--- config.mk ---
export PLATFORM = sky130hd
export DESIGN_NAME = ceespu_dmem_ctrl
export DESIGN_NICKNAME = d
export VERILOG_FILES = /design/src/rtl/ceespu_dmem_ctrl.sv
export SDC_FILE = /design/constraint.sdc
export NUM_CORES = 1
export LEC_CHECK = 0
export ABC_AREA = 1
export CORE_MARGIN = 5
export CORE_UTILIZATION = 51
export CTS_CLUSTER_DIAMETER = 30
export DETAILED_ROUTE_END_ITERATION = 10
export PLACE_DENSITY = 0.86
export RECOVER_POWER = 50
export SYNTH_ARGS = -nofsm -noshare
export SYNTH_HDL_FRONTEND = slang
export SYNTH_SLANG_ARGS = --single-unit
--- constraint.sdc ---
create_clock -name I_clk -period 3.58 [get_ports I_clk]
set_input_delay 0.537 -clock I_clk [delete_from_list [all_inputs] [get_ports I_clk]]
set_output_delay 0.537 -clock I_clk [all_outputs]
set_load 0.005 [all_outputs]
--- src/rtl/ceespu_dmem_ctrl.sv ---
// ==========================================================================
// ceespu_dmem_ctrl : core data port to 16-bit async SRAM, two half-word phases
// Optional posted-write buffer: CEESPU_DMEM_WBUF_EN      Revision: 1.0
// ==========================================================================
`default_nettype none

module ceespu_dmem_ctrl #(
   parameter int unsigned WAIT_CYCLES = 2
) (
   input  logic        I_clk,
   input  logic        I_rst_n,
   input  logic        I_dmemE,
   input  logic [3:0]  I_dmemWe,
   input  logic [15:0] I_dmemAddress,
   input  logic [31:0] I_dmemWData,
   output logic [31:0] O_dmemData,
   output logic        O_dmemBusy,
   output logic [14:0] O_sramAddr,
   output logic [15:0] O_sramWData,
   output logic        O_sramDataOe,
   input  logic [15:0] I_sramRData,
   output logic        O_sramCe_n,
   output logic        O_sramOe_n,
   output logic        O_sramWe_n,
   output logic [1:0]  O_sramBe_n
);

   typedef enum logic [1:0] {
      ST_IDLE = 2'd0,
      ST_LO   = 2'd1,
      ST_HI   = 2'd2,
      ST_DONE = 2'd3
   } state_t;

   localparam logic [3:0] WAIT_LD = 4'(WAIT_CYCLES);
   localparam logic       NO_WAIT = (WAIT_CYCLES == 0);

   state_t      state_q, state_d;
   logic [3:0]  cnt_q, cnt_d;
   logic [13:0] addr_q, addr_d;
   logic [31:0] wdata_q, wdata_d;
   logic [3:0]  we_q, we_d;
   logic        ph_q, ph_d;
   logic        busy_q, busy_d;
   logic [15:0] lo_q, lo_d;
   logic [31:0] rdata_q, rdata_d;
`ifdef CEESPU_DMEM_WBUF_EN
   logic        hold_q, hold_d;
`endif

   logic w_last, w_wr, w_phase, w_accept, w_addr_unused;

   assign w_addr_unused = ^I_dmemAddress[1:0];
   assign w_last  = (cnt_q == 4'd0);
   assign w_wr    = (we_q != 4'b0000);
   assign w_phase = (state_q == ST_LO) || (state_q == ST_HI);

`ifdef CEESPU_DMEM_WBUF_EN
   assign w_accept = I_dmemE && (!busy_q || hold_q);
`else
   assign w_accept = I_dmemE && !busy_q;
`endif

   always_comb begin
      state_d = state_q;
      cnt_d   = cnt_q;
      addr_d  = addr_q;
      wdata_d = wdata_q;
      we_d    = we_q;
      ph_d    = ph_q;
      busy_d  = busy_q;
      lo_d    = lo_q;
      rdata_d = rdata_q;
`ifdef CEESPU_DMEM_WBUF_EN
      hold_d  = hold_q;
`endif
      case (state_q)
         ST_IDLE: begin
            if (w_accept) begin
               addr_d  = I_dmemAddress[15:2];
               wdata_d = I_dmemWData;
               we_d    = I_dmemWe;
               cnt_d   = WAIT_LD;
`ifdef CEESPU_DMEM_WBUF_EN
               // Writes are posted: the core only stalls for reads.
               busy_d  = (I_dmemWe == 4'b0000);
               hold_d  = 1'b0;
`else
               busy_d  = 1'b1;
`endif
               if ((I_dmemWe != 4'b0000) && (I_dmemWe[1:0] == 2'b00)) begin
                  state_d = ST_HI;
                  ph_d    = 1'b1;
               end else begin
                  state_d = ST_LO;
                  ph_d    = 1'b0;
               end
            end
`ifdef CEESPU_DMEM_WBUF_EN
            else if (hold_q) begin
               busy_d = 1'b0;
               hold_d = 1'b0;
            end
`endif
         end
         ST_LO: begin
            if (w_last) begin
               if (!w_wr) lo_d = I_sramRData;
               cnt_d = WAIT_LD;
               if (w_wr && (we_q[3:2] == 2'b00)) begin
                  state_d = ST_DONE;
               end else begin
                  state_d = ST_HI;
                  ph_d    = 1'b1;
               end
            end else begin
               cnt_d = cnt_q - 4'd1;
            end
         end
         ST_HI: begin
            if (w_last) begin
               // Whole word updates at once so the core never sees a half-new value.
               if (!w_wr) rdata_d = {I_sramRData, lo_q};
               state_d = ST_DONE;
            end else begin
               cnt_d = cnt_q - 4'd1;
            end
         end
         default: begin
            state_d = ST_IDLE;
`ifdef CEESPU_DMEM_WBUF_EN
            busy_d  = hold_q;
`else
            busy_d  = 1'b0;
`endif
         end
      endcase
`ifdef CEESPU_DMEM_WBUF_EN
      if ((state_q != ST_IDLE) && !busy_q && I_dmemE) begin
         busy_d = 1'b1;
         hold_d = 1'b1;
      end
`endif
   end

   always_ff @(posedge I_clk or negedge I_rst_n) begin
      if (!I_rst_n) begin
         state_q <= ST_IDLE;
         cnt_q   <= 4'd0;
         addr_q  <= 14'd0;
         wdata_q <= 32'd0;
         we_q    <= 4'd0;
         ph_q    <= 1'b0;
         busy_q  <= 1'b0;
         lo_q    <= 16'd0;
         rdata_q <= 32'd0;
`ifdef CEESPU_DMEM_WBUF_EN
         hold_q  <= 1'b0;
`endif
      end else begin
         state_q <= state_d;
         cnt_q   <= cnt_d;
         addr_q  <= addr_d;
         wdata_q <= wdata_d;
         we_q    <= we_d;
         ph_q    <= ph_d;
         busy_q  <= busy_d;
         lo_q    <= lo_d;
         rdata_q <= rdata_d;
`ifdef CEESPU_DMEM_WBUF_EN
         hold_q  <= hold_d;
`endif
      end
   end

   // Strobes decode straight from reset-cleared registers, so reset kills them at once.
   assign O_dmemData   = rdata_q;
   assign O_dmemBusy   = busy_q;
   assign O_sramAddr   = {addr_q, ph_q};
   assign O_sramWData  = ph_q ? wdata_q[31:16] : wdata_q[15:0];
   assign O_sramCe_n   = !w_phase;
   assign O_sramOe_n   = !(w_phase && !w_wr);
   assign O_sramWe_n   = !(w_phase && w_wr && (!w_last || NO_WAIT));
   assign O_sramDataOe = w_wr && (w_phase || ((state_q == ST_DONE) && NO_WAIT));

   always_comb begin
      O_sramBe_n = 2'b11;
      if (w_phase) begin
         if (!w_wr)     O_sramBe_n = 2'b00;
         else if (ph_q) O_sramBe_n = ~we_q[3:2];
         else           O_sramBe_n = ~we_q[1:0];
      end
   end

endmodule

`default_nettype wire

==> impl_metrics.py <==
metrics = {
    "status": {
        "status": "complete, but fails checks",
        "violations": "capacitance limit, slew limit",
    },
    "cts": {
        "cts_tree": "built",
        "hold_buffers": 0,
        "cts_max_path_buffers": 2,
        "cts-root-buf": "clkbuf_8",
        "htreeDepth": 3,
        "clk_latency_ps": 360,
        "postCtsSetupBuffers": 0,
        "cts_buffers": 9,
        "cts.clk_slew.worst_paths_ps": 100,
        "cts_resized": 0,
        "clkSinkCount": 106,
    },
    "detailed_routing": {
        "drt.antenna.violating_nets": 0,
        "met3WireLength_um": 799,
        "met1_length_um": 4686,
        "drc_errors": 0,
        "top_layer_used": "met4",
        "routed_wirelength_um": 11090,
        "firstDrtPassIters": 5,
        "met2_length_um": 5403,
        "vias": 4045,
        "wl_per_cell_um": 13.83,
        "drtIter0Drc": 179,
        "vias_per_cell": 5.044,
    },
    "final_layout": {
        "diodes": 0,
        "seqCellArea_um2": 2653,
        "layout.nets": 763,
        "multiInputGateArea_um2": 1723,
        "area_growth_syn_to_layout_pct": 34.06,
        "nFillCells": 715,
        "drive_gt1_frac": 0.06946,
    },
    "setup_path": {
        "r2r-end": "O_dmemData[25]",
        "critPathMaxFanout": 21,
        "r2r_cells": 6,
        "crit_start": "ph_q",
        "crit_type": "reg -> out",
        "cp.required_ps": 3040,
        "endpoint_kind": "output port",
        "timing.rr.start": "cnt_q[0]",
        "crit_arrival_ps": 2300,
        "cp-endpoint": "O_sramBe_n[1]",
        "start_kind": "flip-flop",
        "r2r_slack_ps": 1070,
    },
    "grt": {
        "antenna_found_initial": 0,
        "grt_use_total": 0.2084,
        "grt_pass1_vias": 4168,
        "overflow": 0,
        "grt_start_max_net_pins": 85,
        "grt_pass1_wl_um": 19170,
    },
    "sta": {
        "finalCritPeriodShare": 0.7919,
        "hold_viol_final": 0,
        "worst_pin_slew_ps": 1994,
        "slew_headroom": -0.3296,
        "tns_ps": 0,
        "slew_viol_final": 85,
        "fmax_mhz": 352.8,
        "rsz0062_at_grt": "false",
        "period_minus_slack_ps": 2835,
        "setup_violations": 0,
        "skew_ps": 11.02,
    },
    "power_and_ir_drop": {
        "worst_ir_drop_vdd_uv": 377.6,
        "power_uw": 5348,
        "p_leak_uw": 0.003254,
        "p_per_area_nw_per_um2": 853.2,
    },
    "floorplanning": {
        "die_h_um": 105.8,
        "die_width_um": 105.8,
        "rows": 35,
        "dieArea_um2": 11180,
        "coreArea_um2": 9109,
        "ios": 141,
        "initial_core_util": 0.5133,
    },
    "place": {
        "dp_hpwl_um": 8076,
        "gp_congestion": 0.8464,
        "portBuffers": 138,
    },
    "logic_synthesis": {
        "yosysSeqAreaShare": 0.5673,
        "syn_nets": 635,
        "ys_seq_elements": 106,
        "syn_area_um2": 4676,
        "syn_area_per_cell_um2": 8.379,
        "yosys_warnings": 0,
        "post_synth_num_cell_types": 21,
        "syn_inst": 558,
    },
    "worst_hold_path": {
        "worstHoldStart": "O_dmemData[1]",
        "min_path_type": "reg -> reg",
    },
    "job": {
        "drv_cap": 1,
    },
}
## worst min path at each step
stage	endpoint	slack (ps)	cells past startpoint
6_report	O_dmemData[1]	480	2
5_1_grt	O_dmemData[1]	490	2
4_1_cts	O_dmemData[2]	380	1
3_5_place_dp	O_dmemData[7]	460	2
3_3_place_gp	addr_q[9]	450	2
2_1_floorplan	O_dmemBusy	240	0
## worst max-delay path: stages (launching register included)
cell             delay (ps)
dfrtp_1                 330
buf_4                   240
clkinv_1                480
nor2_1                  210
o21ai_0                 110
inv_1                    60
clkdlybuf4s50_1         490
## final cells by class
type	instances	share of cell area
Multi-Input combinational cell	388	0.2749
Clock inverter	7	0.01357
Inverter	39	0.02335
Sequential cell	106	0.4232
Clock buffer	9	0.01976
Timing Repair Buffer	142	0.2232
Tap cell	111	0.02216
## power by group
| group | switching (µW) | leakage (µW) | internal (µW) |
|---|---|---|---|
| sequential | 315 | 0.00127 | 1760 |
| clock | 432 | 0.000106 | 340 |
| combinational | 1250 | 0.00187 | 1250 |
## synth_stat cells
cell type	number	area share
a21oi_1	3	0.0032
buf_2	6	0.0064
buf_4	2	0.0032
buf_6	6	0.014
clkbuf_1	11	0.0088
clkinv_1	1	0.00080
dfrtp_1	106	0.57
ha_1	6	0.016
inv_1	35	0.028
inv_2	3	0.0024
nand2_1	291	0.23
nand2_2	5	0.0067
nand3_1	22	0.024
nand3b_4	1	0.0043
nand4_1	3	0.0040
nor2_1	13	0.010
nor2_4	2	0.0048
nor3_1	1	0.0011
o21ai_0	20	0.021
o21ai_2	20	0.037
or2_4	1	0.0019
## cell families after synthesis
family | after synthesis | share of synthesized area
AOI/OAI and AO/OA | 43 | 0.06208
adders and majority gates | 6 | 0.01606
buffers and inverters | 64 | 0.06422
DFF | 106 | 0.5673
and+or+nand+nor | 339 | 0.2903
## placed cells by master, fill, tap and decap left out, types with 3 or more instances in the layout
cell,Yosys,layout
a21oi_1,3,3
clkbuf_8,0,9
clkdlybuf4s50_1,0,116
dfrtp_1,106,106
dlygate4sd3_1,0,21
ha_1,6,6
inv_1,35,38
inv_8,0,3
nand2_1,291,291
nand2_2,5,5
nand3_1,22,22
nand4_1,3,3
nor2_1,13,13
o21ai_0,20,20
o21ai_2,20,20
## flip-flops by register name, summed over array words and instances, names as in the netlist
register	count
we_q	4
state_q	2
addr_q	14
wdata_q	32
ph_q	1
lo_q	16
O_dmemBusy	1
cnt_q	4
O_dmemData	32
## layer usage
layer | vias up | global-route usage
li1 | 1958 | -
met1 | 1927 | 0.2650
met2 | 142 | 0.3424
met3 | 18 | 0.05695
met4 | 0 | 0.07493
met5 | - | 0
## through the flow
stage          cell area (µm²)  utilization  cells  worst slack, ps  hold slack [ps]
6_report                  6269       0.6882    802            745.1            475.7
5_1_grt                   6269       0.6882    802            538.6            487.4
4_1_cts                   6279       0.6893    802            712.8            375.1
3_5_place_dp              6070       0.6663    786             1130            457.5
3_3_place_gp              6070       0.6663    786             1160            454.5
2_1_floorplan             4676            -    558             1936            241.4
Power figures use the tool's default switching activity.
